<file path="config.mk">
export PLATFORM = sky130hd
export DESIGN_NAME = e1_led_drv
export DESIGN_NICKNAME = d
export VERILOG_FILES = /design/src/rtl/e1_led_drv.sv
export SDC_FILE = /design/constraint.sdc
export NUM_CORES = 1
export LEC_CHECK = 0
export BUFFER_PORTS_ARGS = -buffer_cell sky130_fd_sc_hd__buf_2
export CAP_MARGIN = 5
export CELL_PAD_IN_SITES_DETAIL_PLACEMENT = 1
export CELL_PAD_IN_SITES_GLOBAL_PLACEMENT = 1
export CORE_UTILIZATION = 46
export CTS_CLUSTER_SIZE = 30
export DETAILED_ROUTE_END_ITERATION = 8
export PLACE_DENSITY = 0.88
export SETUP_SLACK_MARGIN = 0.02
export SYNTH_ARGS = -nofsm -noshare
export SYNTH_HDL_FRONTEND = slang
export SYNTH_SLANG_ARGS = --single-unit
</file>
<file path="constraint.sdc">
create_clock -name clk -period 2 [get_ports clk]
set_input_delay 0.1 -clock clk [delete_from_list [all_inputs] [get_ports clk]]
set_output_delay 0.1 -clock clk [all_outputs]
set_load 0.05 [all_outputs]
</file>
<file path="src/rtl/e1_led_drv.sv">
// e1_led_drv
// ----------
// Serial driver for the four E1 port status LEDs. Once per frame it expands
// four 2-bit LED codes (off / on / slow blink / fast blink) into pin levels
// and shifts them, LED3 first, into an external 74HC595-style shift/latch
// register. The register then gets a single latch pulse. A free-running
// 8-bit blink counter advances once per frame. Bit 5 of that counter
// drives the slow blink (64-frame period) and bit 3 drives the fast blink
// (16-frame period).
//
// Parameters:
//   CLK_DIV       clk cycles per half serial bit (>= 1)
//   FRAME_CYCLES  clk cycles between frame starts (>= 9*CLK_DIV+2)
//
// Ports:
//   clk         in   system clock
//   rst_n       in   asynchronous active-low reset
//   led_state   in   [7:0] LED codes, LED k = bits [2k+1:2k]
//   led_run     in   enable frame generation
//   led_active  out  high while a frame is loaded, shifted or latched
//   led_sclk    out  shift clock, data valid on its rising edge
//   led_sdata   out  serial data
//   led_latch   out  storage-register latch pulse, active high
//
// Optional feature (macro E1_LED_BLANK_EN): when the driver stops, it sends
// one extra all-dark frame before going idle. The blink counter does not
// advance for that frame, and the LEDs end up dark after a stop.

module e1_led_drv #(
  parameter int CLK_DIV      = 4,
  parameter int FRAME_CYCLES = 65536
) (
  input  logic       clk,
  input  logic       rst_n,
  input  logic [7:0] led_state,
  input  logic       led_run,
  output logic       led_active,
  output logic       led_sclk,
  output logic       led_sdata,
  output logic       led_latch
);

  localparam int TW = $clog2(FRAME_CYCLES);
  localparam int DW = (CLK_DIV > 1) ? $clog2(CLK_DIV) : 1;

  typedef enum logic [2:0] {
    IDLE,
    LOAD,
    SHIFT_LO,
    SHIFT_HI,
    LATCH,
    GAP
  } state_t;

  state_t        state, state_next;
  logic [TW-1:0] frame_timer;
  logic [DW-1:0] div_cnt;
  logic [7:0]    blink_cnt;
  logic [1:0]    bit_idx, bit_idx_next;
  logic [3:0]    pins, pins_load, pins_eff;
  logic          blank_frame, blank_next;
  logic          phase_done, frame_end;

  assign phase_done = (div_cnt == DW'(CLK_DIV - 1));
  assign frame_end  = (state == GAP) && (frame_timer == TW'(FRAME_CYCLES - 1));

  // Pin levels for the frame being loaded, computed from the codes present
  // during LOAD. A blanking frame forces every pin dark.
  always_comb begin
    pins_load = 4'b0000;
    for (int k = 0; k < 4; k++) begin
      case (led_state[2*k +: 2])
        2'b01:   pins_load[k] = 1'b1;
        2'b10:   pins_load[k] = blink_cnt[5];
        2'b11:   pins_load[k] = blink_cnt[3];
        default: pins_load[k] = 1'b0;
      endcase
    end
    if (blank_frame) pins_load = 4'b0000;
  end

  // The first data bit is launched on the same edge that captures the
  // snapshot. That is why the freshly computed pins bypass the register
  // during LOAD.
  assign pins_eff = (state == LOAD) ? pins_load : pins;

  // Next-state logic. Once a frame has started it always runs to the end
  // of GAP, so a shift is never truncated when led_run falls.
  always_comb begin
    state_next   = state;
    bit_idx_next = bit_idx;
    blank_next   = blank_frame;
    case (state)
      IDLE: begin
        if (led_run) begin
          state_next = LOAD;
          blank_next = 1'b0;
        end
      end
      LOAD: begin
        state_next   = SHIFT_LO;
        bit_idx_next = 2'd3;
      end
      SHIFT_LO: begin
        if (phase_done) state_next = SHIFT_HI;
      end
      SHIFT_HI: begin
        if (phase_done) begin
          if (bit_idx != 2'd0) begin
            bit_idx_next = bit_idx - 2'd1;
            state_next   = SHIFT_LO;
          end else begin
            state_next = LATCH;
          end
        end
      end
      LATCH: begin
        if (phase_done) state_next = GAP;
      end
      GAP: begin
        if (frame_end) begin
          if (led_run) begin
            state_next = LOAD;
            blank_next = 1'b0;
          end
`ifdef E1_LED_BLANK_EN
          else if (!blank_frame) begin
            state_next = LOAD;
            blank_next = 1'b1;
          end
`endif
          else begin
            state_next = IDLE;
            blank_next = 1'b0;
          end
        end
      end
      default: state_next = IDLE;
    endcase
  end

  // State, counters and outputs. The outputs are decoded from the next
  // state and registered, so they line up with the state they describe and
  // have no combinational path from the inputs.
  always_ff @(posedge clk or negedge rst_n) begin
    if (!rst_n) begin
      state       <= IDLE;
      bit_idx     <= 2'd0;
      blank_frame <= 1'b0;
      div_cnt     <= '0;
      frame_timer <= '0;
      blink_cnt   <= 8'd0;
      pins        <= 4'b0000;
      led_active  <= 1'b0;
      led_sclk    <= 1'b0;
      led_sdata   <= 1'b0;
      led_latch   <= 1'b0;
    end else begin
      state       <= state_next;
      bit_idx     <= bit_idx_next;
      blank_frame <= blank_next;
      div_cnt     <= (state_next != state) ? '0 : div_cnt + 1'b1;

      if (state_next == LOAD)
        frame_timer <= '0;
      else if (state == IDLE)
        frame_timer <= '0;
      else
        frame_timer <= frame_timer + 1'b1;

      if (state == LOAD) begin
        pins <= pins_load;
        if (!blank_frame) blink_cnt <= blink_cnt + 8'd1;
      end

      led_active <= (state_next == LOAD) || (state_next == SHIFT_LO) ||
                    (state_next == SHIFT_HI) || (state_next == LATCH);
      led_sclk   <= (state_next == SHIFT_HI);
      led_latch  <= (state_next == LATCH);
      led_sdata  <= ((state_next == SHIFT_LO) || (state_next == SHIFT_HI)) ?
                    pins_eff[bit_idx_next] : 1'b0;
    end
  end

endmodule

</file>
# ---- Yosys cells after proc, flatten, opt, wreduce, memory -nomap -nowiden
# Index checks and enable logic that the tools add are counted.
dict set report classes {
  n_lt_le_gt_ge 1
  n_reduce_logical 10
  bitwise_logic 1
  n_addsub 4
  eq_ne 26
  muxes 26
}
# cell count
set ops {}
lappend ops {{$mux 16} 2}
lappend ops {{$eq 2x2->1 const B} 9}
lappend ops {{$mux 3} 6}
lappend ops {{$pmux 3 s6} 1}
lappend ops {{$add 16x1->16 const B} 1}
lappend ops {{$eq 16x16->1 const B} 1}
lappend ops {{$eq 3x2->1 const B} 4}
lappend ops {{$pmux 1 s3} 4}
lappend ops {{$eq 3x3->1 const B} 3}
lappend ops {{$add 8x1->8 const B} 1}
lappend ops {{$eq 2x1->1 const B} 4}
lappend ops {{$mux 4} 2}
lappend ops {{$eq 3x1->1 const B} 2}
lappend ops {{$mux 2} 3}
lappend ops {{$mux 1} 5}
lappend ops {{$logic_or 1x1->1} 4}
lappend ops {{$ne 2x2->1 const B} 2}
lappend ops {{$pmux 2 s2} 1}
lappend ops {{$reduce_bool 2->1} 2}
lappend ops {{$logic_not 3->1} 1}
lappend ops {{$lt 2x3->1 const B} 1}
lappend ops {{$ne 3x3->1} 1}
lappend ops {{$reduce_and 3->1} 1}
lappend ops {{$add 2x1->2 const B} 1}
lappend ops {{6 further kinds} 6}
dict set report word_totals {
  out_inout_bits 4
  reg_bits 40
  in_bits 11
}

# ---- Logic depth before layout (Yosys ltp)
dict set report depth {
  ltp_word 8
  ltp_mapped 7
  mapped_depth_nobuf 6
}

# ---- Worst setup path after synthesis
# OpenSTA, ideal clock, no wires.
dict set report synth_path {
  path_kind {flip-flop to flip-flop}
  from {register frame_timer[0]}
  to {register frame_timer[10]}
  stages_incl_launch_ff 8
  t_required_ns 1.881
  setup_ns 0.119
  t_arrival_ns 1.593
  path_slack_ns 0.288
  path_cell_list {dfrtp_1 ha_1 nand3_1 nor4_4 a41oi_1 nor2_4 buf_6 nor2_1}
}
dict set report synth_via {
  elab_chain_cells 6
}
# item line
set synth_lines {}
lappend synth_lines {{start: declaration} 56} ;# logic [TW-1:0] frame_timer;
lappend synth_lines {{start signal: assignment} 169} ;# frame_timer <= frame_timer + 1'b1;
lappend synth_lines {{$eq 16x16->1} 65} ;# assign frame_end = (state == GAP) && (frame_timer == TW'(FRAME_CYCLES - 1));
lappend synth_lines {{$logic_and 1x1->1} 65}
lappend synth_lines {{$mux 3} 121} ;# if (frame_end) begin
lappend synth_lines {{$pmux 3 s6} 93} ;# case (state)
lappend synth_lines {{$eq 3x1->1} 164} ;# if (state_next == LOAD)
lappend synth_lines {{$mux 16 (*)} 164}
# Mark *: on every way between the ends. The rest lies on a longest branch, timed or not.
# A chain may end at the register's enable or synchronous reset.

# ---- Worst setup path after layout
dict set report layout_path {
  from {register frame_timer[0]}
  to {register frame_timer[3]}
}
# The elaborated chain is that of the path after synthesis.

==> impl_results.md <==
* Die width at 65.02 µm
* Worst-path clk slew at 0.08 ns
* F_max at 530.5 MHz
* Num CTS Buffers at 5
* Number of flops mapped to enable cells by yosys at 0
* Chip height at 65.02 µm
* Psw at 313.6 µW
* Most frequent cell after synthesis: dfrtp_1
* Area leader, netlist: dfrtp_1
* Synth Area in Simple Gates at 0.2322
* Combinational share of power at 0.031
* DRT iter0 DRCs at 115
* Root buf cell: clkbuf_8
* Yosys top cell area share at 0.5068
* Tmin final at 1.885 ns
* NumNets Final at 220
* Most common flop cell mapped by yosys: dfrtp_1
* Worst VDD drop at 0.4981 mV
* Fillers at 432
* Initial core utilization at 0.4880
* Antenna Violating Nets Remaining at 0
* Max FO, Critical Path at 16
* Metal3 WL at 136 µm
* Tot Pwr at 1.580 mW
* Critical path's largest stage delay at 0.43 ns
* Crit end category: flop
* Mapped Area at 1827 µm²
* Tot GR Track Use at 0.2561
* Area share of fa/ha/maj cells after synthesis at 0.02055
* Layout cells sized above 1 at 0.1932
* Mapped Cells at 183
* Initial antenna violation count at 0
* Vias per inst at 5.600
* Worst Setup Path Type: reg -> reg
* Routed via count at 1428
* Type of the tightest min-delay check: in -> reg
* Critical path required time at 2.18 ns
* Number of setup violations in the final report at 0
* Yosys Warn Count at 0
* Hold slack final at 0.1881 ns
* N_diodes at 0
* Top delay family on crit path: simple AND/OR/NAND/NOR gates
* Post-synthesis mux area share at 0.02329
* Setup tns final at 0 ns
* Crit-path cells: ha_1 -> nand3_2 -> nor4_4 -> a41oi_2 -> nor2_4 -> buf_12 -> nor2_1
* Via count of the first global-routing pass at 1636
* Reg area at 925.9 µm²
* DP HPWL at 3111 µm
* Worst-margin pin slew at 0.8416 ns
* Clk_skew at 0.009721 ns
* Slew headroom at 0.4389
* Slew Limit Fails at 0
* Routed WL at 4796 µm
* Final std cell area, no fill at 2146 µm²
* Final hold violation count at 0
* Row count at 22
* Clock sink total at 37
* Pleak at 1.010 nW
* Met2 wire length at 2581 µm
* Bufs and invs on worst path at 1
* Area grow syn2layout at 17.47%
* Yosys cell types at 39
* Core Area at 3744 µm²
* Pint at 1.266 mW
* Complex-gate fraction of the synthesized area at 0.09521
* Seq/Total Area, Yosys at 0.5068
* Critical Path AT at 2.07 ns
* Flop pwr share at 0.478
* Clk pwr share at 0.490
* Synthesized area per cell at 9.982 µm²
* CTS tree: yes
* Die area at 4227 µm²
* Main combinational cell family by area after synthesis: simple AND/OR/NAND/NOR gates
* Final Wtd Congestion at 0.7177
* Clk Latency, worst-skew pair at 0.30 ns
* Pre-antenna DRT Iters at 4
* Total global routing overflow at 0
* Crit share post-route at 0.9426
* DRC Markers at 0
* Critical Path Source Type: flop
* Synth Net Count at 197
* Switch share at 0.1985
* Commonest cells in the netlist: 37 x dfrtp_1, 32 x nor2_1, 17 x nand2_1
* Critical-path top delay cell: nor4_4
* Synth async-reset ratio at 1.000
* DRT met1 WL at 1924 µm
* Wire per inst at 18.81 µm
* Seq cells post-synth at 37
* Largest net degree at the start of global routing at 38
* CTS H-tree depth at 2
* Placed Area at 1954 µm²
* Xor/xnor share of the synthesized area at 0.09589
* RSZ-0062 raised after global routing: true
* Ports at 15
* Max Cap Viol at 0
* PortBufs at 14
* Power Density at 736.1 nW/µm²
* Area contributors post-synth: dfrtp_1 51%, nor2_1 6.6%, xnor2_1 6.2%
* Place WS at 0.02371 ns
* Global-route wire length before repair at 7997 µm
* Area of the multi-input gates at 865.8 µm²
* Outcome: finished clean
* Max layer used: met4
* CTS max path bufs at 2
* PnR worst setup slack at 0.1149 ns
[logic make-up after synthesis]
family	count (synthesis)
AOI/OAI and AO/OA	27
buffers and inverters	10
and+or+nand+nor	82
adders and majority gates	3
muxes	4
xor gates and xnor gates	20
DFF	37
[worst reg2reg max path, delay by kind of cell (launching register included)]
family,cells,cell delay [ns]
buffers and inverters,1,0.14
DFF,1,0.39
and+or+nand+nor,4,0.80
AOI/OAI and AO/OA,1,0.21
adders and majority gates,1,0.23
[per-layer routing]
metal / track usage / up-vias
met1: 0.2843 / 716
met5: 0 / -
met4: 0.1332 / 0
met2: 0.4453 / 32
li1: - / 666
met3: 0.06866 / 14
[final timing paths]
check                      slack (ns)        endpoint      startpoint  cells after the start
max                              0.11  frame_timer[3]  frame_timer[0]                      7
max reg2reg                      0.11  frame_timer[3]  frame_timer[0]                      7
max in group asynchronous        1.02    blink_cnt[0]           rst_n                      2
min in group asynchronous        0.44       led_sdata           rst_n                      2
min reg2reg                      0.46      div_cnt[0]      div_cnt[0]                      1
min                              0.19      led_active         led_run                      3
[power groups by stage]
stage | clock, mW | combinational [mW] | sequential [mW]
5_1_grt | 0.812 | 0.0550 | 0.756
6_report | 0.774 | 0.0497 | 0.756
4_1_cts | 0.785 | 0.0484 | 0.755
3_5_place_dp | 0 | 0.0452 | 0.770
3_3_place_gp | 0 | 0.0415 | 0.769
2_1_floorplan | 0 | 0.0145 | 0.769
[area by class of cell]
cell class | instances | area share
Clock buffer | 5 | 0.03207
Clock inverter | 3 | 0.03032
Inverter | 4 | 0.006997
Multi-Input combinational cell | 136 | 0.4035
Sequential cell | 37 | 0.4315
Tap cell | 48 | 0.02799
Timing Repair Buffer | 22 | 0.06764
[repair_timing]
item                       4_1_cts  5_1_grt
pin swaps                        1        2
hold buffers                     1        0
gates resized for setup          0        2
hold endpoints to repair        37        0
setup endpoints to repair        4       18
buffers inserted                 1        2
[cell usage in the layout (no fill, tap or decap), drive strengths merged, types with 3 or more instances in the layout]
cell	count
nand4	4
inv	4
a21oi	12
nor2	33
a31oi	4
clkbuf	5
dfrtp	37
nand3	9
o21ai	3
xor2	7
buf	21
xnor2	13
nand2	18
nand2b	4
ha	3
and3	3
[through the flow]
stage                     std cells    util
after floorplan                 183       -
after global placement          243  0.5221
after detailed placement        243  0.5221
after CTS                       253  0.5658
after global routing            255  0.5732
final                           255  0.5732
[sequential cells by signal, indices dropped and copies added, names as in the netlist]
register,count
bit_idx,2
led_latch,1
led_sclk,1
pins,4
led_sdata,1
blink_cnt,6
state,3
led_active,1
frame_timer,16
div_cnt,2
No activity file was read; power rests on OpenSTA's default activity.
